File: src/rtl/seq_divider_4x4_pkg.sv
// Shared definitions for the sequential restoring divider: default width,
// controller state encoding and the full-adder cell used by the subtractor.
package seq_divider_4x4_pkg;

  localparam int DEFAULT_WIDTH = 4;

  typedef enum logic [1:0] {
    IDLE   = 2'd0,
    CALC   = 2'd1,
    FINISH = 2'd2
  } state_t;

  // Full-adder cell: returns {carry_out, sum}.
  function automatic logic [1:0] full_adder(input logic a, input logic b, input logic ci);
    full_adder = {(a & b) | (ci & (a ^ b)), a ^ b ^ ci};
  endfunction

endpackage

File: src/rtl/seq_divider_4x4_if.sv
// Request/result bundle of the divider: the master issues operands with start,
// the slave (divider) reports busy/done and the registered results.
interface seq_divider_4x4_if
  import seq_divider_4x4_pkg::*;
#(
  parameter int WIDTH = DEFAULT_WIDTH
) ();

  logic             start;
  logic [WIDTH-1:0] dividend;
  logic [WIDTH-1:0] divisor;
  logic             busy;
  logic             done;
  logic [WIDTH-1:0] quotient;
  logic [WIDTH-1:0] remainder;
  logic             div_by_zero;

  modport master (
    output start, dividend, divisor,
    input  busy, done, quotient, remainder, div_by_zero
  );

  modport slave (
    input  start, dividend, divisor,
    output busy, done, quotient, remainder, div_by_zero
  );

endinterface

File: src/rtl/seq_divider_4x4_ripple_subtractor.sv
// Ripple subtractor: computes i_a - i_b as i_a + ~i_b + 1 through a chain of
// full-adder cells; o_borrow is the inverted final carry.
module ripple_subtractor
  import seq_divider_4x4_pkg::*;
#(
  parameter int N = DEFAULT_WIDTH + 1
) (
  input  logic [N-1:0] i_a,
  input  logic [N-1:0] i_b,
  output logic [N-1:0] o_diff,
  output logic         o_borrow
);

  logic [N:0] w_carry;

  assign w_carry[0] = 1'b1;

  for (genvar gi = 0; gi < N; gi++) begin : g_stage
    assign {w_carry[gi+1], o_diff[gi]} = full_adder(i_a[gi], ~i_b[gi], w_carry[gi]);
  end

  assign o_borrow = ~w_carry[N];

endmodule

File: src/rtl/seq_divider_4x4.sv
// Sequential restoring divider: one quotient bit per clock, start/busy/done
// handshake, results held in output registers until the next completion.
module seq_divider_4x4
  import seq_divider_4x4_pkg::*;
#(
  parameter int WIDTH = DEFAULT_WIDTH
) (
  input  logic            clk,
  input  logic            rst_n,
  seq_divider_4x4_if.slave bus
);

  localparam int            CW         = $clog2(WIDTH);
  localparam logic [CW-1:0] LAST_COUNT = CW'(WIDTH - 1);
  localparam logic [CW-1:0] COUNT_ONE  = CW'(1);

  state_t           r_state;
  logic [WIDTH-1:0] r_q;
  logic [WIDTH-1:0] r_d;
  logic [WIDTH:0]   r_rem;
  logic [CW-1:0]    r_count;
  logic             r_dbz_cap;
  logic             r_busy;
  logic             r_done;
  logic             r_dbz;
  logic [WIDTH-1:0] r_quot;
  logic [WIDTH-1:0] r_rem_out;

  logic [WIDTH:0]   w_rem_shift;
  logic [WIDTH-1:0] w_q_shift;
  logic [WIDTH:0]   w_diff;
  logic             w_borrow;
  logic [WIDTH:0]   w_rem_next;
  logic [WIDTH-1:0] w_q_next;

  // {R,Q} moves left as one register; R's top bit is always 0 between steps.
  assign {w_rem_shift, w_q_shift} = {r_rem, r_q} << 1;

  ripple_subtractor #(
    .N(WIDTH + 1)
  ) u_sub (
    .i_a     (w_rem_shift),
    .i_b     ({1'b0, r_d}),
    .o_diff  (w_diff),
    .o_borrow(w_borrow)
  );

  assign w_rem_next = w_borrow ? w_rem_shift : w_diff;
  assign w_q_next   = w_q_shift | {{(WIDTH-1){1'b0}}, ~w_borrow};

  // Controller, datapath registers and registered outputs.
  always_ff @(posedge clk or negedge rst_n) begin
    if (!rst_n) begin
      r_state   <= IDLE;
      r_q       <= {WIDTH{1'b0}};
      r_d       <= {WIDTH{1'b0}};
      r_rem     <= {(WIDTH+1){1'b0}};
      r_count   <= {CW{1'b0}};
      r_dbz_cap <= 1'b0;
      r_busy    <= 1'b0;
      r_done    <= 1'b0;
      r_dbz     <= 1'b0;
      r_quot    <= {WIDTH{1'b0}};
      r_rem_out <= {WIDTH{1'b0}};
    end else begin
      case (r_state)
        IDLE, FINISH: begin
          r_done <= 1'b0;
          if (bus.start) begin
            r_q       <= bus.dividend;
            r_d       <= bus.divisor;
            r_rem     <= {(WIDTH+1){1'b0}};
            r_count   <= LAST_COUNT;
            r_dbz_cap <= (bus.divisor == {WIDTH{1'b0}});
            r_busy    <= 1'b1;
            r_state   <= CALC;
          end else begin
            r_busy  <= 1'b0;
            r_state <= IDLE;
          end
        end
        CALC: begin
          r_rem <= w_rem_next;
          r_q   <= w_q_next;
          // Outputs load on the last step so done and the results appear together.
          if (r_count == {CW{1'b0}}) begin
            r_quot    <= w_q_next;
            r_rem_out <= w_rem_next[WIDTH-1:0];
            r_dbz     <= r_dbz_cap;
            r_done    <= 1'b1;
            r_busy    <= 1'b0;
            r_state   <= FINISH;
          end else begin
            r_count <= r_count - COUNT_ONE;
          end
        end
        default: begin
          r_busy  <= 1'b0;
          r_done  <= 1'b0;
          r_state <= IDLE;
        end
      endcase
    end
  end

  assign bus.busy        = r_busy;
  assign bus.done        = r_done;
  assign bus.quotient    = r_quot;
  assign bus.remainder   = r_rem_out;
  assign bus.div_by_zero = r_dbz;

endmodule

File: src/flat_wrapper.sv
// flat-port wrapper written by rule: the top's interface ports become plain ports
module seq_divider_4x4_flat import seq_divider_4x4_pkg::*;
#(
  parameter int WIDTH = DEFAULT_WIDTH
)
  (clk, rst_n, bus_start, bus_dividend, bus_divisor, bus_busy, bus_done, bus_quotient, bus_remainder, bus_div_by_zero);
  seq_divider_4x4_if #(.WIDTH(WIDTH)) bus_i ();
  input  logic clk;
  input  logic rst_n;
  input wire logic [$bits(bus_i.start)-1:0] bus_start;
  input wire logic [$bits(bus_i.dividend)-1:0] bus_dividend;
  input wire logic [$bits(bus_i.divisor)-1:0] bus_divisor;
  output wire logic [$bits(bus_i.busy)-1:0] bus_busy;
  output wire logic [$bits(bus_i.done)-1:0] bus_done;
  output wire logic [$bits(bus_i.quotient)-1:0] bus_quotient;
  output wire logic [$bits(bus_i.remainder)-1:0] bus_remainder;
  output wire logic [$bits(bus_i.div_by_zero)-1:0] bus_div_by_zero;
  assign bus_i.start = bus_start;
  assign bus_i.dividend = bus_dividend;
  assign bus_i.divisor = bus_divisor;
  assign bus_busy = bus_i.busy;
  assign bus_done = bus_i.done;
  assign bus_quotient = bus_i.quotient;
  assign bus_remainder = bus_i.remainder;
  assign bus_div_by_zero = bus_i.div_by_zero;
  seq_divider_4x4 #(.WIDTH(WIDTH)) u_core (.clk(clk), .rst_n(rst_n), .bus(bus_i));
endmodule
File: config.mk
export PLATFORM = sky130hd
export DESIGN_NAME = seq_divider_4x4_flat
export DESIGN_NICKNAME = d
export VERILOG_FILES = /design/src/rtl/seq_divider_4x4_pkg.sv /design/src/rtl/seq_divider_4x4_if.sv /design/src/rtl/seq_divider_4x4_ripple_subtractor.sv /design/src/rtl/seq_divider_4x4.sv /design/src/flat_wrapper.sv
export SDC_FILE = /design/constraint.sdc
export NUM_CORES = 1
export LEC_CHECK = 0
export CAP_MARGIN = 30
export CORE_ASPECT_RATIO = 0.8
export CORE_UTILIZATION = 51
export DETAILED_ROUTE_END_ITERATION = 8
export PLACE_DENSITY_LB_ADDON = 0.15
export SETUP_SLACK_MARGIN = 0.2
export SYNTH_ARGS = -nofsm -noshare
export SYNTH_HDL_FRONTEND = slang
export SYNTH_HIERARCHICAL = 1
export SYNTH_SLANG_ARGS = --single-unit
File: constraint.sdc
create_clock -name clk -period 3.9 [get_ports clk]
set_clock_uncertainty 0.15 [all_clocks]
set_input_delay 0.78 -clock clk [delete_from_list [all_inputs] [get_ports clk]]
set_output_delay 0.78 -clock clk [all_outputs]
set_load 0.005 [all_outputs]
Word-level counts from Yosys, hierarchy flattened. Index checks and enable logic that the tools add are counted.

Flip-flop bits (word level): 28. Bits in latches: 0. Bits in writable memories: 0. Bits in read-only memories: 0. Input port bits: 11. Output and inout port bits: 11. Memories kept: 0.

Add/sub/neg operators: 1. Multiply operators: 0. Divide/modulo/power cells: 0. $lt $le $gt $ge: 0. Equal/unequal tests: 5. Shifts and indexed selects: 0. Mux-type cells: 16. Bitwise logic cells: 27. Reduce and logical (&&, ||, !) cells: 9.

Operator list (count): one-hot mux 4 bit (2 select lines) (2); two-way mux 4 bit (3); bitwise AND 1 bit (8); one-hot mux 2 bit (2 select lines) (2); XOR 1 bit (7); two-way mux 2 bit (3); NOT 1 bit (6); AND reduction 2 bit (3); two-way mux 1 bit (5); OR 1 bit (5); zero test 2 bit (2); zero test 4 bit (1); inequality test 2 bit, second input constant (2); OR 4 x 1 -> 4 bit (1); AND reduction 3 bit (1); equality test 2 x 1 -> 1 bit, second input constant (1); equality test 2 bit, second input constant (1); inequality test 2 x 1 -> 1 bit, second input constant (1); one-hot mux 1 bit (2 select lines) (1); nonzero test 2 bit (1); OR reduction 2 bit (1); subtractor 2 x 1 -> 2 bit, second input constant (1).

Depth between registers and ports, before layout. Gate-level depths: netlist (run 1).

Word-level depth: 13. Mapped depth: 9. Gate-level depth less buffers: 8.

Hierarchy. The synthesis (run 1) kept the hierarchy.

By module, submodules not included: seq_divider_4x4 (times used 1, cells each 104, area each 1136.1 µm², sequential area each 700.7 µm²); ripple_subtractor (times used 1, cells each 15, area each 130.1 µm², sequential area each 0.0 µm²).

Worst setup path after synthesis (run 1). Ideal clock, no wire load.

Path kind: register to register. Start point: register u_core.r_q[3]. End point: register u_core.r_rem_out[0] (netlist: u_core/bus.remainder[0]). Library setup time: 0.128 ns. Arrival: 2.473 ns. Data required time: 3.622 ns. Setup slack: 1.148 ns. Cell stages (with the launch flop): 10. Period minus slack after synthesis: 2.752 ns. Cell sequence: dfrtp_1 inv_1 ha_1 fa_1 fa_1 fa_1 fa_1 clkbuf_2 mux2i_1 o21ai_0.

Longest elaborated chain between the ends: 11.

RTL lines: from (decl) (RTL line seq_divider_4x4.sv:18) `logic [WIDTH-1:0] r_q;`; from (signal assigned) (RTL line seq_divider_4x4.sv:55) `r_q <= {WIDTH{1'b0}};`; from (signal assigned) (RTL line seq_divider_4x4.sv:70) `r_q <= bus.dividend;`; from (signal assigned) (RTL line seq_divider_4x4.sv:84) `r_q <= w_q_next;`; bitwise AND 1 bit or XOR 1 bit (tied branches) (RTL line seq_divider_4x4_pkg.sv:15) `full_adder = {(a & b) | (ci & (a ^ b)), a ^ b ^ ci};`; OR 1 bit (RTL line seq_divider_4x4_pkg.sv:15); bitwise AND 1 bit (RTL line seq_divider_4x4_pkg.sv:15); OR 1 bit (RTL line seq_divider_4x4_pkg.sv:15); bitwise AND 1 bit (RTL line seq_divider_4x4_pkg.sv:15); OR 1 bit (RTL line seq_divider_4x4_pkg.sv:15); bitwise AND 1 bit (RTL line seq_divider_4x4_pkg.sv:15); OR 1 bit (RTL line seq_divider_4x4_pkg.sv:15); bitwise AND 1 bit (RTL line seq_divider_4x4_pkg.sv:15); OR 1 bit (RTL line seq_divider_4x4_pkg.sv:15); two-way mux 4 bit (*) (RTL line seq_divider_4x4.sv:48) `assign w_rem_next = w_borrow ? w_rem_shift : w_diff;`; to (signal assigned) (RTL line seq_divider_4x4.sv:64) `r_rem_out <= {WIDTH{1'b0}};`; to (signal assigned) (RTL line seq_divider_4x4.sv:88) `r_rem_out <= w_rem_next[WIDTH-1:0];`; to (decl) (RTL line seq_divider_4x4.sv:27) `logic [WIDTH-1:0] r_rem_out;`.

Every way passes the cells marked *; elsewhere a longest branch is shown, timed or not. A chain may end at the register's enable or synchronous reset.

Final worst setup path (run 1).
Start point: register u_core.r_q[3]. End point: register u_core.r_rem_out[3] (netlist: u_core/bus.remainder[3]).

Longest elaborated chain between the ends: 11.

RTL lines (RTL line): bitwise AND 1 bit or XOR 1 bit (tied branches) (seq_divider_4x4_pkg.sv:15); OR 1 bit (*) (seq_divider_4x4_pkg.sv:15); bitwise AND 1 bit (*) (seq_divider_4x4_pkg.sv:15); OR 1 bit (*) (seq_divider_4x4_pkg.sv:15); bitwise AND 1 bit (*) (seq_divider_4x4_pkg.sv:15); OR 1 bit (*) (seq_divider_4x4_pkg.sv:15); bitwise AND 1 bit (seq_divider_4x4_pkg.sv:15); OR 1 bit (seq_divider_4x4_pkg.sv:15); bitwise AND 1 bit (seq_divider_4x4_pkg.sv:15); OR 1 bit (seq_divider_4x4_pkg.sv:15); two-way mux 4 bit (*) (seq_divider_4x4.sv:48).

Marks and branches as above.

==> flow_summary.ini, run 1 <==
[outcome]
outcome = complete, no violations

[placed_design]
portBuffers = 21
gp_congestion = 0.8148
dp_hpwl_microns = 1599

[power]
internal_power_uw = 765.8
power_uw = 1219
switchingPower_uw = 452.7
pwr-share-comb = 0.484
pwr-share-clk = 0.090
ir_drop_uv = 320.5
seqPwrFrac = 0.425
powerDensity_nw_per_um2 = 807.5
netSwitchingFraction = 0.3715
p_leak_uw = 0.0007351

[critical_path]
startpoint = u_core/r_q[3]
worstReg2RegEnd = u_core/bus.remainder[3]
crit_path_frequent_cell = fa_1
cp_max_fo = 6
crit_path_max_incr_delay_ns = 0.53
startpoint_type = flop
critical_path_class = flop to flop
crit_path_cell_trace = inv_1, ha_1, fa_1, fa_1, fa_1, fa_1, mux2i_1, o21ai_0
critPathBufInv = 1
rr_worst_depth = 8
crit_required_ns = 3.94
worstReg2RegStart = u_core/r_q[3]
cp-end-kind = flop
r2r_slack_ns = 0.91
cpMaxStageDelayCell = fa_1
crit_arrival_ns = 3.03
path_delay_family = adder cells

[clocking]
cts_max_level = 1
root_buffer = clkbuf_4
cts_tree = built
ctsResizeCount = 0
clk_pin_slew_ns = 0.13
hold_buffers = 0
cts.path.max_buffers = 2
cts_setup_buffers = 0
cts_buffers = 3
clkLatencyLatePin_ns = 0.32
cts_sinks = 28

[timing]
setup_violations = 0
drv_slew = 0
maxSlewHeadroom = 0.5197
hold_viol_final = 0
fin_tns_setup_ns = 0
fin_crit_ns = 2.988
fmax_mhz = 334.7
post-route-period-util = 0.7661
whs_ns = 0.3390
worst_pin_slew_ns = 0.7190
rsz0062_at_grt = no

[worst_hold_path]
worstHoldPathType = flop to flop
min_from = u_core/r_count[0]
holdPathStages = 1
hold_end = u_core/r_count[0]

[grt]
overflow = 0
grtUsageTotal = 0.1997
grt_max_degree = 29
grt_pass1_wl_microns = 3767
grt_antenna_before_repair = 0
grt_pass1_vias = 831

[synthesis]
avgSynthCellArea_sq_um = 10.70
synth_warnings = 6
netlist_instances = 118
mappedNetlistNets = 135
netlist_area_sq_um = 1262

[die]
ioPinCount = 22
die_w_microns = 57.63
core-area_sq_um = 2252
die_h_microns = 46.50
die_area_sq_um = 2680
start_util = 0.5606
rows = 15

[route]
wl_microns = 2144
viasPerCell = 5.202
vias = 848
post_drt_wl_per_cell_microns = 13.15
ant_nets = 0
dr.pass1.iters = 6
drc = 0
drtIter0Drc = 30

[cells_and_area]
n_antenna_cell = 0
nNetsFinal = 157
fill_cells = 208
synthToLayoutAreaGrowth_pct = 19.52
drive_above_1_share = 0.07971

[job]
maxCapViolCount = 0
metrics by stage:
stage                       util  instances  setup slack, ns  cell area [sq um]
final                     0.6700        163           0.9123               1509
after global routing      0.6700        163           0.7566               1509
after CTS                 0.6700        163           0.9043               1509
after detailed placement  0.6600        160           0.9409               1486
after global placement    0.6600        160            1.039               1486
after floorplan                -        118            1.148               1262
cell usage in the layout, fill, tap and decap left out, types with 2 or more instances in the layout:
cell type	instances
a21oi_1	2
ha_1	2
clkdlybuf4s50_1	21
o2bb2ai_1	4
nand2b_1	2
clkbuf_4	3
a31oi_1	3
mux2_2	4
dfrtp_1	28
o21ai_0	6
nand2_1	26
nor2_1	6
nor3_1	2
inv_1	12
mux2i_1	4
fa_1	4
power groups by stage:
| stage | Sequential, uW | Combinational (uW) | Clock [uW] |
|---|---|---|---|
| finish | 518 | 590 | 110 |
| CTS | 520 | 599 | 118 |
| global route | 541 | 673 | 128 |
| global placement | 517 | 571 | 0 |
| detailed placement | 526 | 596 | 0 |
| floorplan | 510 | 394 | 0 |
final cells by class:
class,instances,area [sq um],area share
clock buffers,3,22.52,0.01493
inverters,12,45.04,0.02985
multi-input cells,73,491.7,0.3259
flip-flops and latches,28,700.7,0.4643
well taps,25,31.28,0.02073
repair buffers,22,217.7,0.1443
routing by layer:
metal,vias to the layer above,wire length [microns],track usage
met5,-,0,0
li1,424,-,-
met3,5,99,0.05618
met2,18,1005,0.3186
met1,401,1008,0.2614
met4,0,31,0.08293
how the worst max path moves through the flow:
stage | slack (ns) | depth (start not counted) | endpoint
global placement | 1.04 | 8 | u_core/bus.remainder[3]
finish | 0.91 | 8 | u_core/bus.remainder[3]
detailed placement | 0.94 | 8 | u_core/bus.remainder[3]
floorplan | 1.15 | 9 | u_core/bus.remainder[0]
global route | 0.76 | 8 | u_core/bus.remainder[3]
CTS | 0.90 | 8 | u_core/bus.remainder[3]
registers in the layout, indices dropped and copies added (netlist names), 2 cells and up:
name and cells:
u_core/r_count 2, u_core/r_rem 4, u_core/bus.quotient 4, u_core/r_d 4, u_core/bus.remainder 4, u_core/r_state 2
u_core/r_q 4
Power figures use the tool's default switching activity.
==> inputs of run 2 (changes only) <==
- CORE_UTILIZATION: 51 -> 46
- clock period: 3.9 -> 2.5 ns (I/O delays scaled with it)
==> run 2 against run 1 <==
Net effect: the run now ends with setup timing left; maximum frequency is 12% higher; via count is 4.2% higher; wire length hardly changed; critical path depth stayed put.
==> flow_summary.ini, run 2 (synthesis results as in run 1) <==
[critical_path]
crit_path_max_incr_delay_ns = 0.44
crit_arrival_ns = 2.72
crit_required_ns = 2.55
crit_path_cell_trace = inv_1, ha_2, fa_2, fa_2, fa_2, fa_2, mux2i_2, o2bb2ai_1
cp-end-kind = flop
startpoint = u_core/r_q[3]
startpoint_type = flop
crit_path_frequent_cell = fa_2
cp_max_fo = 5
r2r_slack_ns = -0.16
critical_path_class = flop to flop
worstReg2RegStart = u_core/r_q[3]
cpMaxStageDelayCell = fa_2

[placed_design]
place_ws_ns = -0.3731
gp_congestion = 0.7723
dp_cells = 175
portBuffers = 21
dp_hpwl_microns = 1596

[cells_and_area]
n_antenna_cell = 0
drive_above_1_share = 0.1806
synthToLayoutAreaGrowth_pct = 26.76
fin_cells = 180
final_cell_mix = dfrtp_1, nand2_1, clkdlybuf4s50_1, inv_1, buf_4
final_common_cell = dfrtp_1
nNetsFinal = 162

[route]
dr.pass1.iters = 4
vias = 884
viasPerCell = 4.911
ant_nets = 0
drtIter0Drc = 38
drc = 0
wl_microns = 2145
post_drt_wl_per_cell_microns = 11.92

[die]
ioPinCount = 22
core-area_sq_um = 2522
rows = 16
die_h_microns = 48.86
start_util = 0.5005
die_w_microns = 60.57
die_area_sq_um = 2959

[timing]
fin_crit_ns = 2.664
hold_viol_final = 0
rsz0062_at_grt = yes
fmax_mhz = 375.4
setup_slack_ns = -0.1639
post-route-period-util = 1.066
fin_tns_setup_ns = -1.276
whs_ns = 0.3496
setup_violations = 10
drv_slew = 0

[job]
maxCapViolCount = 0

[clocking]
root_buffer = clkbuf_4
cts_tree = built
cts_sinks = 28
cts_buffers = 3
cts_max_level = 1
clkLatencyLatePin_ns = 0.32
cts.path.max_buffers = 2
clk_pin_slew_ns = 0.14
hold_buffers = 0

[grt]
grt_pass1_vias = 863
grt_antenna_before_repair = 0
grtUsageTotal = 0.1791
grt_pass1_wl_microns = 3933
overflow = 0
grt_max_degree = 29

[worst_hold_path]
min_from = u_core/r_dbz_cap
worstHoldPathType = flop to flop

[power]
ir_drop_uv = 627.7
p_leak_uw = 0.0007531
powerDensity_nw_per_um2 = 1296
power_uw = 2075

[outcome]
violations = setup timing
outcome = complete, but fails checks
==> run 2: path summary, 6_finish.rpt <==
kind / cells after the start / to
min: 2 / u_core/r_dbz_cap
max reg2reg: 8 / u_core/r_rem[3]
min reg2reg: 2 / u_core/r_dbz_cap
max in group asynchronous: 2 / u_core/r_d[0]
min in group asynchronous: 2 / u_core/r_q[1]
max: 8 / u_core/r_rem[3]
==> run 2: area by class of cell <==
cell class                 count  area [sq um]
fill                         221         922.1
multi-input combinational     73         518.0
tap                           36         45.04
inverter                      12         45.04
clock buffer                   4         36.28
sequential                    28         700.7
timing repair buffer          27         255.2
==> run 2: layer usage <==
metal | up-vias | wire length, microns | track usage | part of all wire
met5 | - | 0 | 0 | 0
met1 | 426 | 1048 | 0.2651 | 0.49
met3 | 2 | 87 | 0.04775 | 0.041
li1 | 436 | - | - | -
met4 | 0 | 19 | 0.04545 | 0.0089
met2 | 20 | 990 | 0.2619 | 0.46
==> run 2: per-stage QoR <==
| stage | cell area, sq um | utilization |
|---|---|---|
| final | 1600 | 0.6344 |
| after global routing | 1600 | 0.6344 |
| after CTS | 1587 | 0.6290 |
| after detailed placement | 1543 | 0.6116 |
| after global placement | 1543 | 0.6116 |
| after floorplan | 1284 | - |
==> run 2: what timing repair did <==
| action | 4_1_cts | 5_1_grt |
|---|---|---|
| buffers inserted | 0 | 1 |
| pin swaps | 6 | 1 |
| resized for setup | 2 | 2 |
| endpoints found under the setup margin | 10 | 10 |
==> run 2: critical path, delay by kind of cell (launching register included) <==
family	cells	cell delay (ns)
fa+ha+maj	5	1.66
flops	1	0.37
mux	1	0.25
compound gates	1	0.09
buf+inv	1	0.05
==> run 2: power breakdown <==
part           internal (uW)  switching (uW)
sequential               667             129
combinational            557             510
clock                   89.0             122
